$ cat src/rtl/ddfs_sweep_ctrl.sv
// rtl/ddfs_sweep_ctrl.sv - linear fccw sweep sequencer with envelope attack/release
// Config is captured on an accepted start; fccw/env are registered outputs to the ddfs.
module ddfs_sweep_ctrl #(
  parameter int PW = 26,
  parameter int DW = 16
) (
  input  logic          clk,
  input  logic          reset,
  input  logic          start,
  input  logic          abort,
  input  logic          loop,
  input  logic [PW-1:0] f_start,
  input  logic [PW-1:0] f_stop,
  input  logic [PW-1:0] f_step,
  input  logic [DW-1:0] dwell,
  input  logic [15:0]   env_max,
  input  logic [15:0]   env_step,
  output logic [PW-1:0] fccw,
  output logic [15:0]   env,
  output logic          busy,
  output logic          step_tick,
  output logic          done
);

  typedef enum logic [1:0] {S_IDLE, S_ATTACK, S_SWEEP, S_RELEASE} state_t;

  state_t        state, state_n;
  logic [DW-1:0] dwell_cnt, cnt_n;
  logic [PW-1:0] fccw_n;
  logic [15:0]   env_n;
  logic          tick_n, done_n;

  logic [PW-1:0] f_start_r, f_stop_r, f_step_r;
  logic [DW-1:0] dwell_r;
  logic [15:0]   env_max_r, env_step_r;
  logic          loop_r, dir_up;

  logic [PW:0]   up_sum, dn_diff;
  logic [PW-1:0] up_next, dn_next;
  logic [16:0]   env_sum;
  logic [15:0]   env_up, env_dn;

  // Carry/borrow out of the word counts as overshoot, so the sweep never wraps.
  assign up_sum  = {1'b0, fccw} + {1'b0, f_step_r};
  assign dn_diff = {1'b0, fccw} - {1'b0, f_step_r};
  assign up_next = (up_sum[PW] || (up_sum[PW-1:0] > f_stop_r)) ? f_stop_r : up_sum[PW-1:0];
  assign dn_next = (dn_diff[PW] || (dn_diff[PW-1:0] < f_stop_r)) ? f_stop_r : dn_diff[PW-1:0];

  assign env_sum = {1'b0, env} + {1'b0, env_step_r};
  assign env_up  = ((env_step_r == 16'd0) || (env_sum > {1'b0, env_max_r})) ? env_max_r : env_sum[15:0];
  assign env_dn  = ((env_step_r == 16'd0) || (env_step_r >= env)) ? 16'd0 : env - env_step_r;

  assign busy = (state != S_IDLE);

  always_ff @(posedge clk or posedge reset) begin
    if (reset) begin
      state      <= S_IDLE;
      fccw       <= '0;
      env        <= '0;
      dwell_cnt  <= '0;
      step_tick  <= 1'b0;
      done       <= 1'b0;
      f_start_r  <= '0;
      f_stop_r   <= '0;
      f_step_r   <= '0;
      dwell_r    <= '0;
      env_max_r  <= '0;
      env_step_r <= '0;
      loop_r     <= 1'b0;
      dir_up     <= 1'b1;
    end else begin
      state     <= state_n;
      fccw      <= fccw_n;
      env       <= env_n;
      dwell_cnt <= cnt_n;
      step_tick <= tick_n;
      done      <= done_n;
      if (state == S_IDLE && start) begin
        f_start_r  <= f_start;
        f_stop_r   <= f_stop;
        f_step_r   <= f_step;
        dwell_r    <= dwell;
        env_max_r  <= env_max;
        env_step_r <= env_step;
        loop_r     <= loop;
        dir_up     <= (f_stop >= f_start);
      end
    end
  end

  always_comb begin
    state_n = state;
    fccw_n  = fccw;
    env_n   = env;
    cnt_n   = dwell_cnt;
    tick_n  = 1'b0;
    done_n  = 1'b0;
    case (state)
      S_IDLE: begin
        if (start) begin
          state_n = S_ATTACK;
          fccw_n  = f_start;
          env_n   = 16'd0;
          cnt_n   = dwell;
        end
      end
      S_ATTACK: begin
        if (abort) begin
          state_n = S_RELEASE;
        end else if (env == env_max_r) begin
          state_n = S_SWEEP;
          cnt_n   = dwell_r;
        end else begin
          env_n = env_up;
        end
      end
      S_SWEEP: begin
        if (abort) begin
          state_n = S_RELEASE;
        end else if (dwell_cnt != '0) begin
          cnt_n = dwell_cnt - 1'b1;
        end else if (fccw != f_stop_r) begin
          // A zero step parks the word at f_start; only abort leaves.
          cnt_n = dwell_r;
          if (f_step_r != '0) begin
            fccw_n = dir_up ? up_next : dn_next;
            tick_n = 1'b1;
          end
        end else if (loop_r) begin
          fccw_n = f_start_r;
          tick_n = 1'b1;
          cnt_n  = dwell_r;
        end else begin
          state_n = S_RELEASE;
        end
      end
      S_RELEASE: begin
        if (env == 16'd0) begin
          state_n = S_IDLE;
          done_n  = 1'b1;
        end else begin
          env_n = env_dn;
        end
      end
      default: state_n = S_IDLE;
    endcase
  end

endmodule

$ cat config.mk
export PLATFORM = sky130hd
export DESIGN_NAME = ddfs_sweep_ctrl
export DESIGN_NICKNAME = d
export VERILOG_FILES = /design/src/rtl/ddfs_sweep_ctrl.sv
export SDC_FILE = /design/constraint.sdc
export NUM_CORES = 1
export LEC_CHECK = 0
export BUFFER_PORTS_ARGS = -buffer_cell sky130_fd_sc_hd__buf_2
export CAP_MARGIN = 0
export CORE_ASPECT_RATIO = 0.9
export CORE_MARGIN = 10
export CORE_UTILIZATION = 55
export CTS_CLUSTER_DIAMETER = 40
export DETAILED_ROUTE_END_ITERATION = 12
export PLACE_DENSITY = 0.78
export SLEW_MARGIN = 20
export SYNTH_ARGS = -nofsm -noshare
export SYNTH_HDL_FRONTEND = slang
export SYNTH_SLANG_ARGS = --single-unit
$ cat constraint.sdc
create_clock -name clk -period 15.1 [get_ports clk]
set_clock_uncertainty 0.2 [all_clocks]
set_input_delay 1.51 -clock clk [delete_from_list [all_inputs] [get_ports clk]]
set_output_delay 1.51 -clock clk [all_outputs]
set_load 0.02 [all_outputs]
==> out/results.ini, run 1 <==
[floorplanning]
die_area_um2 = 36300
core_region_area_um2 = 28800
die_x_um = 200
start_util = 0.556
rows = 59
ios = 176
die_h_um = 182

[flow_run]
maxCapViolCount = 0

[critical_path]
worst_path_max_delay_cell = o311ai_0
critical_path_class = reg -> reg
cp-end-kind = flip-flop
critPathBufInv = 2
crit_family = compound AO/OA/AOI/OAI gates
crit_path_max_incr_delay_ps = 550
critPathLaunchType = flip-flop
cp.required_ps = 15190
r2r_slack_ps = 8660
crit_chain = ha_1, inv_1, fa_1, o21ba_2, o311ai_0, and4_1, o311ai_0, and3_1, o21bai_1, a21oi_1, xor2_1, ha_1, nand4_1, nor4_1, nand2_1, o31a_1, a2111oi_4, buf_4, or2_0, nor2_1, a221oi_1, a31oi_1
cp.arrival_ps = 6530
path_max_fanout = 19

[yosys]
yosysSeqAreaShare = 0.297
synthMuxAreaShare = 0.0991
synth_top_family_by_area = compound AO/OA/AOI/OAI gates
yosys.area_share.simple = 0.134
ys_warn_count = 0
synthArstFlopShare = 1.00
synthCells = 1810
synth_edf_count = 0
synthTopCellsByCount = dfrtp_1 (189), ha_1 (184), inv_1 (167)
synth_area_um2 = 16000
synth_top_area_share = 0.296
avgSynthCellArea_um2 = 8.84
synth-compound-area-share = 0.191
synth-adder-area-share = 0.149
synth_flop_cell = dfrtp_1
syn_nets = 2129
synth_most_common_cell = dfrtp_1
ys_ff_latch = 190
synth_xor_area_frac = 0.0684
synth.distinct_cells = 76
synth_area_leaders = dfrtp_1 (30%), ha_1 (14%), mux2_2 (8.1%)
synth_area_leader_cell = dfrtp_1

[drt]
drtAntennaViolNets = 0
drc = 0
dr_total_vias = 14200
wl_per_cell_um = 21.2
wl_mm = 49.1
vias_per_cell = 6.13
drtPass1Iterations = 5
drtIter0Drc = 1194

[clock_tree]
clk_path_buf_depth = 2
cts_tree = built
post_cts_buffers = 0
clock_latency_ps = 450
numCtsBuffers = 17
cts_resized = 0
path_clk_slew_ps = 80
ctsHoldBuffers = 0
clock-sinks = 190
htree_levels = 4
root_buffer = clkbuf_16

[timing]
tightest_slew_ps = 1000
slew_viol_final = 0
holdWs_ps = 278
tns_ps = 0
period_share = 0.426
max_slew_margin = 0.331
final.setup.worst_slack_ps = 8660
final_hold_viol_count = 0
rsz0062_at_grt = false
period_minus_slack_ps = 6440
fmax_mhz = 155
setup_violations = 0

[global_route]
grt_antenna_before_repair = 6
grt_pass1_vias = 13800
grt_pass1_wl_mm = 76.7
grt_usage = 0.267
grt_max_degree = 119
grt-ovfl-total = 0

[min_path]
min_path_type = reg -> reg

[status]
status = finished clean

[final_layout]
finalNetCount = 2252
post-route-util = 0.616
layout-drive-gt1-share = 0.193
area_growth_syn_to_layout_pct = 10.8

[place]
pre_cts_ws_ps = 8800
numPortBuffers = 175
place.gp.congestion = 0.999
dp_hpwl_mm = 37.9

-- placed cells by master, fill, tap and decap left out, drive strengths merged, types with 5 or more instances in the layout --
| cell | n |
|---|---|
| a211o | 7 |
| a211oi | 28 |
| a21o | 27 |
| a21oi | 145 |
| a221o | 5 |
| a221oi | 13 |
| a22oi | 26 |
| a31oi | 18 |
| and2 | 5 |
| and3 | 5 |
| buf | 187 |
| clkbuf | 19 |
| dfrtp | 189 |
| ha | 184 |
| inv | 172 |
| mux2 | 119 |
| mux2i | 23 |
| nand2 | 127 |
| nand2b | 17 |
| nand3 | 15 |
| nand4 | 29 |
| nor2 | 137 |
| nor2b | 17 |
| nor3 | 31 |
| nor4 | 30 |
| o211ai | 20 |
| o21a | 9 |
| o21ai | 99 |
| o21bai | 15 |
| o221ai | 15 |
| o31ai | 8 |
| or2 | 11 |
| or3 | 11 |
| xnor2 | 73 |
| xor2 | 52 |
-- sequential cells by signal, summed over array words and instances, names as in the netlist --
register    count
dir_up          1
done            1
dwell_cnt      16
dwell_r        16
env            16
env_max_r      16
env_step_r     16
f_start_r      26
f_step_r       26
f_stop_r       26
fccw           26
loop_r          1
state           2
step_tick       1
-- metrics by stage --
| stage | cells | cell area, um2 |
|---|---|---|
| after floorplan | 1810 | 16000 |
| after global placement | 2279 | 17100 |
| after detailed placement | 2279 | 17100 |
| after CTS | 2310 | 17700 |
| after global routing | 2311 | 17700 |
| final | 2314 | 17700 |
-- per-layer routing --
metal | part of all wire | track usage | routed length [um]
met5 | 0.00075 | 0 | 37
met4 | 0.034 | 0.0944 | 1660
met3 | 0.075 | 0.0482 | 3690
met2 | 0.44 | 0.411 | 21800
met1 | 0.45 | 0.367 | 21900
-- worst min-delay path, stage by stage, from the launching register on --
cell and delay (ps):
dfrtp_1 340, nand2_1 40, o21ai_0 60
-- cells by family (layout without fill, tap and decap cells) --
logic type,after synthesis,count (layout)
AO/OA/AOI/OAI,467,467
XOR/XNOR,125,125
adder cells (fa/ha/maj),188,188
buffers and inverters,250,385
flip-flops,190,190
multiplexers,142,142
other,0,3
AND/OR/NAND/NOR,448,448
-- layout make-up --
class | instances | area [um2]
diodes | 3 | 7.51
clock buffers | 19 | 453
clock inverters | 12 | 146
fillers | 2469 | 11100
inverters | 167 | 634
multi-input cells | 1370 | 10300
flip-flops and latches | 190 | 4760
well taps | 366 | 458
repair buffers | 187 | 978
-- final timing paths --
check,depth (start not counted),startpoint,end
worst max register to register,22,fccw[0],fccw[10]
min in group asynchronous,2,reset,dwell_r[12]
worst min register to register,2,f_start_r[16],f_start_r[16]
worst min-delay path,2,f_start_r[16],f_start_r[16]
worst max-delay path,22,fccw[0],fccw[10]
max in group asynchronous,3,reset,env[0]
Power of run 1 is not shown: default switching activity piles up to over one toggle a cycle in this logic, so the estimate is an artifact.
==> run 2: changes to the inputs <==
==> constraint.sdc (replaced) <==
create_clock -name clk -period 6.3 [get_ports clk]
set_clock_uncertainty 0.2 [all_clocks]
set_input_delay 0.63 -clock clk [delete_from_list [all_inputs] [get_ports clk]]
set_output_delay 0.63 -clock clk [all_outputs]
set_load 0.02 [all_outputs]
==> out/results.ini, run 2 (same netlist as run 1, synthesis figures left out) <==
[floorplanning]
die_area_um2 = 36300
die_h_um = 182
core_region_area_um2 = 28800
rows = 59
die_x_um = 200
ios = 176
start_util = 0.556

[final_layout]
layout-drive-gt1-share = 0.200
multi_input_area_um2 = 10300
finalNetCount = 2267
final_area_um2 = 17800
layout_commonest_cell = dfrtp_1
final_cell_mix = dfrtp_1 (189), ha_1 (183), buf_2 (175), inv_1 (166), a21oi_1 (145)
fill_cells = 2476
area_growth_syn_to_layout_pct = 11.6
register_area_um2 = 4760

[timing]
period_minus_slack_ps = 5920
setup_violations = 0
period_share = 0.940
rsz0062_at_grt = false
max_slew_margin = 0.309
final_hold_viol_count = 0
tightest_slew_ps = 1030
slew_viol_final = 0
tns_ps = 0
fmax_mhz = 169

[drt]
dr_total_vias = 14200
drtAntennaViolNets = 0
wl_per_cell_um = 20.8
wl_mm = 48.5
drtIter0Drc = 1317
vias_per_cell = 6.12
drtPass1Iterations = 6
drc = 0

[status]
status = finished clean

[clock_tree]
htree_levels = 4
numCtsBuffers = 17
cts_tree = built
clock-sinks = 190
clock_latency_ps = 450
clk_path_buf_depth = 2
ctsHoldBuffers = 0
path_clk_slew_ps = 80
root_buffer = clkbuf_16

[critical_path]
crit_family = compound AO/OA/AOI/OAI gates
worst_path_max_delay_cell = a2111oi_4
path_max_fanout = 9
crit_top_cell = a21oi_1
cp.required_ps = 6420
cp.arrival_ps = 6040
cp-end-kind = flip-flop
critPathLaunchType = flip-flop
critPathBufInv = 1
critical_path_class = reg -> reg
crit_path_max_incr_delay_ps = 480
crit_chain = ha_1, or2_2, a211oi_1, nor3_1, o21ai_1, a21oi_1, a221oi_1, a211oi_1, xnor2_1, ha_1, nand4_1, nor4_1, nand2_1, o31a_1, a2111oi_4, or2_0, buf_4, a21oi_1, mux2i_1, a21oi_1

[min_path]
min_path_type = in -> async

[place]
dp_hpwl_mm = 37.8
post_dp_cell_area_um2 = 17200
numPortBuffers = 175
place.gp.congestion = 0.997

[global_route]
grt-ovfl-total = 0
grt_pass1_vias = 14100
grt_max_degree = 148
grt_pass1_wl_mm = 76.3
grt_usage = 0.265
grt_antenna_before_repair = 4

[flow_run]
maxCapViolCount = 0

## run 2: per-layer routing
metal	wire length (um)	vias to the layer above	track usage
li1	-	6715	-
met1	21200	6778	0.356
met2	21700	642	0.415
met3	3840	106	0.0477
met4	1740	4	0.101
met5	35	-	0
## run 2: area by class of cell
cell class / instances / share of cell area
clock inverter: 13 / 0.00939
inverter: 167 / 0.0358
antenna: 2 / 0.000280
multi-input combinational: 1370 / 0.577
clock buffer: 19 / 0.0248
tap: 366 / 0.0257
timing repair buffer: 202 / 0.0604
sequential: 190 / 0.266
## run 2: worst paths after layout
kind | start | to | slack, ps | depth (start not counted)
setup / recovery | fccw[3] | fccw[0] | 380 | 20
hold / removal | reset | env_max_r[1] | 110 | 2
setup reg to reg | fccw[3] | fccw[0] | 380 | 20
hold reg to reg | f_start_r[2] | f_start_r[2] | 280 | 2
max in group asynchronous | reset | f_step_r[16] | 4710 | 3
min in group clk | f_step[23] | f_step_r[23] | 200 | 2
## run 2: what timing repair did
item | CTS | global route
setup endpoints to repair | 0 | 25
setup buffers | 0 | 0
gates resized for setup | 0 | 4
## run 2: through the flow
step	util	hold WS [ps]	std cells	worst slack, ps
2_1_floorplan	-	245	1810	301
3_3_place_gp	0.598	258	2295	390
3_5_place_dp	0.598	266	2295	259
4_1_cts	0.619	191	2327	229
5_1_grt	0.620	171	2327	17.8
6_report	0.620	114	2329	381
Power of run 2 is left out for the same reason.
